==> src/rtl/mem_stage_pkg.sv <==
// mem_stage_pkg: shared width, memop/state enums, size codes and the natural-alignment check
package mem_stage_pkg;
  localparam int XLEN = 64;
  typedef enum logic [1:0] {MEM_NONE = 2'd0, MEM_LOAD = 2'd1, MEM_STORE = 2'd2} memop_e;
  typedef enum logic [1:0] {IDLE, ACCESS, RESP} state_e;
  localparam logic [1:0] SZ_B = 2'd0;
  localparam logic [1:0] SZ_H = 2'd1;
  localparam logic [1:0] SZ_W = 2'd2;
  localparam logic [1:0] SZ_D = 2'd3;
  function automatic logic misaligned(input logic [1:0] sz, input logic [2:0] a);
    return sz == SZ_H ? a[0] : sz == SZ_W ? |a[1:0] : sz == SZ_D ? |a : 1'b0;
  endfunction
endpackage

==> src/rtl/mem_align.sv <==
// mem_align: store byte-lane shift and strobes, load shift with sign/zero extend, misalign detect
module mem_align
  import mem_stage_pkg::*;
(
  input  logic [2:0]      funct3,
  input  logic [2:0]      off,
  input  logic [XLEN-1:0] store_data,
  input  logic [XLEN-1:0] rdata,
  output logic [XLEN-1:0] wdata,
  output logic [7:0]      wmask,
  output logic [XLEN-1:0] load_data,
  output logic            misalign
);
  logic [1:0]      sz;
  logic            sx;
  logic [XLEN-1:0] sh;
  logic [7:0]      base;
  assign sz        = funct3[1:0];
  assign sx        = ~funct3[2];
  assign sh        = rdata >> {off, 3'b000};
  assign base      = sz == SZ_B ? 8'h01 : sz == SZ_H ? 8'h03 : sz == SZ_W ? 8'h0f : 8'hff;
  assign wmask     = base << off;
  assign wdata     = store_data << {off, 3'b000};
  assign misalign  = misaligned(sz, off);
  assign load_data = sz == SZ_B ? {{(XLEN-8){sx & sh[7]}}, sh[7:0]}
                   : sz == SZ_H ? {{(XLEN-16){sx & sh[15]}}, sh[15:0]}
                   : sz == SZ_W ? {{(XLEN-32){sx & sh[31]}}, sh[31:0]}
                   : sh;
endmodule

==> src/rtl/mem_stage.sv <==
// mem_stage: exe-to-writeback memory stage driving a ready-handshaked 64-bit data bus
module mem_stage
  import mem_stage_pkg::*;
(
  input  logic            clk,
  input  logic            rst,
  input  logic            ex_valid,
  output logic            ex_ready,
  input  logic [XLEN-1:0] ex_result,
  input  logic [XLEN-1:0] ex_store,
  input  logic [1:0]      ex_memop,
  input  logic [2:0]      ex_funct3,
  input  logic [4:0]      ex_rd_addr,
  input  logic            ex_rd_wen,
  output logic            dmem_req,
  output logic            dmem_we,
  output logic [XLEN-1:0] dmem_addr,
  output logic [XLEN-1:0] dmem_wdata,
  output logic [7:0]      dmem_wmask,
  input  logic            dmem_ready,
  input  logic [XLEN-1:0] dmem_rdata,
  output logic            wb_valid,
  output logic [XLEN-1:0] wb_data,
  output logic [4:0]      wb_rd_addr,
  output logic            wb_rd_wen,
  output logic            misalign
);
  state_e          state;
  memop_e          op;
  logic            idle;
  logic [2:0]      f3_q;
  logic [2:0]      off_q;
  logic            load_q;
  logic [4:0]      rd_q;
  logic            rd_wen_q;
  logic [XLEN-1:0] al_wdata;
  logic [XLEN-1:0] al_load;
  logic [7:0]      al_wmask;
  logic            al_mis;
  assign idle     = state == IDLE;
  assign ex_ready = idle;
  assign op       = (ex_funct3 == 3'b111 || ex_memop == 2'b11) ? MEM_NONE : memop_e'(ex_memop);
  mem_align u_align (
    .funct3     (idle ? ex_funct3 : f3_q),
    .off        (idle ? ex_result[2:0] : off_q),
    .store_data (ex_store),
    .rdata      (dmem_rdata),
    .wdata      (al_wdata),
    .wmask      (al_wmask),
    .load_data  (al_load),
    .misalign   (al_mis)
  );
  always_ff @(posedge clk) begin
    if (rst) begin
      state      <= IDLE;
      dmem_req   <= 1'b0;
      dmem_we    <= 1'b0;
      dmem_addr  <= '0;
      dmem_wdata <= '0;
      dmem_wmask <= '0;
      wb_valid   <= 1'b0;
      wb_data    <= '0;
      wb_rd_addr <= '0;
      wb_rd_wen  <= 1'b0;
      misalign   <= 1'b0;
      f3_q       <= '0;
      off_q      <= '0;
      load_q     <= 1'b0;
      rd_q       <= '0;
      rd_wen_q   <= 1'b0;
    end else begin
      wb_valid  <= 1'b0;
      wb_rd_wen <= 1'b0;
      misalign  <= 1'b0;
      case (state)
        IDLE: if (ex_valid) begin
          if (op == MEM_NONE || al_mis) begin
            wb_valid   <= 1'b1;
            misalign   <= op != MEM_NONE;
            wb_data    <= ex_result;
            wb_rd_addr <= ex_rd_addr;
            wb_rd_wen  <= op == MEM_NONE && ex_rd_wen && |ex_rd_addr;
          end else begin
            state      <= ACCESS;
            dmem_req   <= 1'b1;
            dmem_we    <= op == MEM_STORE;
            dmem_addr  <= {ex_result[XLEN-1:3], 3'b000};
            dmem_wdata <= op == MEM_STORE ? al_wdata : '0;
            dmem_wmask <= op == MEM_STORE ? al_wmask : '0;
            f3_q       <= ex_funct3;
            off_q      <= ex_result[2:0];
            load_q     <= op == MEM_LOAD;
            rd_q       <= ex_rd_addr;
            rd_wen_q   <= op == MEM_LOAD && ex_rd_wen && |ex_rd_addr;
          end
        end
        ACCESS: if (dmem_ready) begin
          state      <= RESP;
          dmem_req   <= 1'b0;
          dmem_we    <= 1'b0;
          dmem_wmask <= '0;
          wb_valid   <= 1'b1;
          wb_data    <= load_q ? al_load : '0;
          wb_rd_addr <= rd_q;
          wb_rd_wen  <= rd_wen_q;
        end
        default: state <= IDLE;
      endcase
    end
  end
endmodule
==> config.mk <==
export PLATFORM = sky130hd
export DESIGN_NAME = mem_stage
export DESIGN_NICKNAME = d
export VERILOG_FILES = /design/src/rtl/mem_stage_pkg.sv /design/src/rtl/mem_align.sv /design/src/rtl/mem_stage.sv
export SDC_FILE = /design/constraint.sdc
export NUM_CORES = 1
export LEC_CHECK = 0
export CORE_UTILIZATION = 46
export CTS_CLUSTER_DIAMETER = 120
export DETAILED_ROUTE_END_ITERATION = 12
export PLACE_DENSITY = 0.85
export SETUP_SLACK_MARGIN = 0.4
export SLEW_MARGIN = 10
export SYNTH_ARGS = -nofsm -noshare
export SYNTH_HDL_FRONTEND = slang
export SYNTH_SLANG_ARGS = --single-unit
==> constraint.sdc <==
create_clock -name clk -period 3.2 [get_ports clk]
set_input_delay 0.64 -clock clk [delete_from_list [all_inputs] [get_ports clk]]
set_output_delay 0.64 -clock clk [all_outputs]
set_load 0.005 [all_outputs]
==> flow_metrics.tcl <==
set metrics [dict create \
    dr.pass1.iters 8 \
    period_minus_slack_ns 2.95 \
    clk_pin_slew_ns 0.07 \
    r2r-end "wb_data[61]" \
    clk_latency_ns 0.56 \
    routed_wl_microns 53900 \
    place_congestion 0.984 \
    initial_core_util_pct 47.4 \
    grtUsageMet2_pct 67.6 \
    status "complete, no violations" \
    synth_area_per_cell_sq_um 7.96 \
    vdd_drop_max_mv 0.357 \
    critical_path_class "reg2reg" \
    p_leak_nw 7.04 \
    htreeDepth 1 \
    slew_headroom_pct 49.3 \
    cp.depth 11 \
    dpl_cell_area_sq_um 17300 \
    numPortBuffers 414 \
    clock-root-buffer "clkbuf_16" \
    worstPathArrival_ns 3.38 \
    r2r_cells 11 \
    period_share_pct 92.0 \
    drive_above_1_share_pct 13.7 \
    yosys-top-cells-count "272 x nand2_1, 222 x dfxtp_1, 164 x a21oi_1, 135 x nor2_1, 106 x mux2i_1" \
    syn2layout_area_growth_pct 53.0 \
    die_width_microns 164 \
    cts_buffers 24 \
    placedCellCount 2270 \
    fin_skew_ns 0.0234 \
    synth_area_sq_um 12100 \
    cpMaxStageDelayCell "mux4_2" \
    maxSlewViolCount 0 \
    synth_cell_types 62 \
    via_per_inst 6.19 \
    crit_end "wb_data[61]" \
    worstMarginPinSlew_ns 0.758 \
    grt_usage_pct 37.8 \
    setup_viol 0 \
    crit_family "compound AO/OA/AOI/OAI gates" \
    setup_ws_ns 0.255 \
    crit_chain "buf_6, or3b_4, nand2_8, mux2i_1, mux4_2, buf_6, o41ai_4, buf_6, clkbuf_16, a21oi_1, a211oi_1" \
    yosysMostFrequentCell "nand2_1" \
    cpMostUsedCell "buf_6" \
    crit_path_end_kind "flip-flop" \
    met3_usage_pct 9.65 \
    yosysSeqAreaShare_pct 36.8 \
    maxCapViolCount 0 \
    synth_ff_type "dfxtp_1" \
    ys_ff_latch 222 \
    synthTopCellsByArea "dfxtp_1 37%, mux2i_1 8.8%, nand2_1 8.5%" \
    synth_async_sr_flop_share_pct 0 \
    io_pins 418 \
    p_per_area_nw_per_um2 433 \
    regToRegSetupSlack_ns 0.25 \
    instances_no_fill 2327 \
    startpoint_type "flip-flop" \
    postSynthCellCount 1516 \
    dp_slack_ns -0.230 \
    cp_max_fo 9 \
    grt_busiest_layer "met2" \
    fp.dieH_microns 164 \
    grt-ovfl-total 0 \
    core_area_sq_um 25500 \
    met1_usage_pct 40.7 \
    dp_hpwl_microns 40200 \
    design_area_sq_um 18400 \
    worst_ep_required_time_ns 3.64 \
    die-area_sq_um 26900 \
    hold_viol 0 \
    rsz0062_at_grt "true" \
    antenna_found_initial 1 \
    cpPeakStageDelay_ns 0.52 \
    crit_path_start "state[1]" \
    fp-row-count 58 \
    num_vias 14400 \
    grt_max_degree 89 \
    r2r-start "state[1]" \
    cts-hold-fix-buffers 0 \
    drt_iter0_markers 1661 \
    synth_edf_count 0 \
    grt_pass1_vias 13800 \
    path_buf_inv 4 \
    setup_tns_ns 0 \
    wl_per_cell_microns 23.2 \
    worstHoldStart "dmem_addr[63]" \
    cts_num_sinks 222 \
    finalNetCount 2189 \
    hold_class "reg2reg" \
    ys.warnings.count 0 \
    drtAntennaViolNets 0 \
    drc 0 \
    grt_first_pass_wirelength_microns 78100 \
    power.total_mw 7.99 \
    yosysTopAreaCell "dfxtp_1" \
    fin_util_pct 72.4 \
    cts_tree "done" \
    netlist.area_leader.share_pct 36.8 \
    clockBufferDepth 3 \
    whs_ns 0.452 \
    max_freq_mhz 340 \
]
## worst min-delay path: stages, from the launching register on
cell,delay (ns)
dfxtp_1,0.31
nand2_1,0.05
a21oi_1,0.05
## kinds of logic after synthesis
group                  after synthesis  synth area share, %
other                                1               0.0311
DFF                                222                 36.8
buffers and inverters              150                 5.52
AOI/OAI and AO/OA                  518                 29.6
and+or+nand+nor                    507                 17.7
muxes                              118                 10.4
## final cells by class
class,instances,area (sq um)
flip-flops and latches,222,4450
diodes,1,2.50
clock inverters,10,100
repair buffers,586,5710
well taps,330,413
inverters,2,10.0
multi-input cells,1146,7110
fillers,1902,7020
clock buffers,30,643
## cells in the final DEF, fill, tap and decap left out, types with 39 or more instances in the layout
master,netlist,routed
a2bb2oi_1,39,39
nand2_1,272,270
buf_4,7,147
a21oi_1,164,162
clkdlybuf4s50_1,0,411
o21ai_0,66,62
dfxtp_1,222,220
mux2i_1,106,105
a211oi_1,54,52
nor2_1,135,132
## state kept, by name (all words and copies together) (netlist names)
signal	flops
rd_wen_q	1
dmem_wdata	64
dmem_req	1
load_q	1
dmem_addr	61
wb_rd_addr	5
wb_rd_wen	1
f3_q	3
dmem_wmask	8
state	2
off_q	3
dmem_we	1
misalign	1
wb_valid	1
wb_data	64
rd_q	5
## routing by layer
metal | part of all wire [%] | vias up
met5 | 0 | -
li1 | - | 6473
met3 | 10 | 218
met4 | 6.1 | 0
met2 | 48 | 885
met1 | 35 | 6819
## where the power goes
| part | switching [mW] | internal (mW) |
|---|---|---|
| Clock | 1.22 | 1.51 |
| Sequential | 0.0852 | 2.90 |
| Combinational | 1.16 | 1.12 |
## what timing repair did
action | in CTS | in global routing
hold endpoints to repair | 0 | 0
cloned | 1 | 4
setup endpoints to repair | 145 | 134
setup buffers | 2 | 9
resized for setup | 12 | 32
pin swaps | 1 | 16
## worst min-delay path by stage
stage                    end  depth (start not counted)
6_report       dmem_addr[63]                          2
5_1_grt        dmem_addr[12]                          2
4_1_cts        dmem_wdata[7]                          2
3_5_place_dp         dmem_we                          1
3_3_place_gp         dmem_we                          1
2_1_floorplan        f3_q[2]                          2
Power figures use the tool's default switching activity.
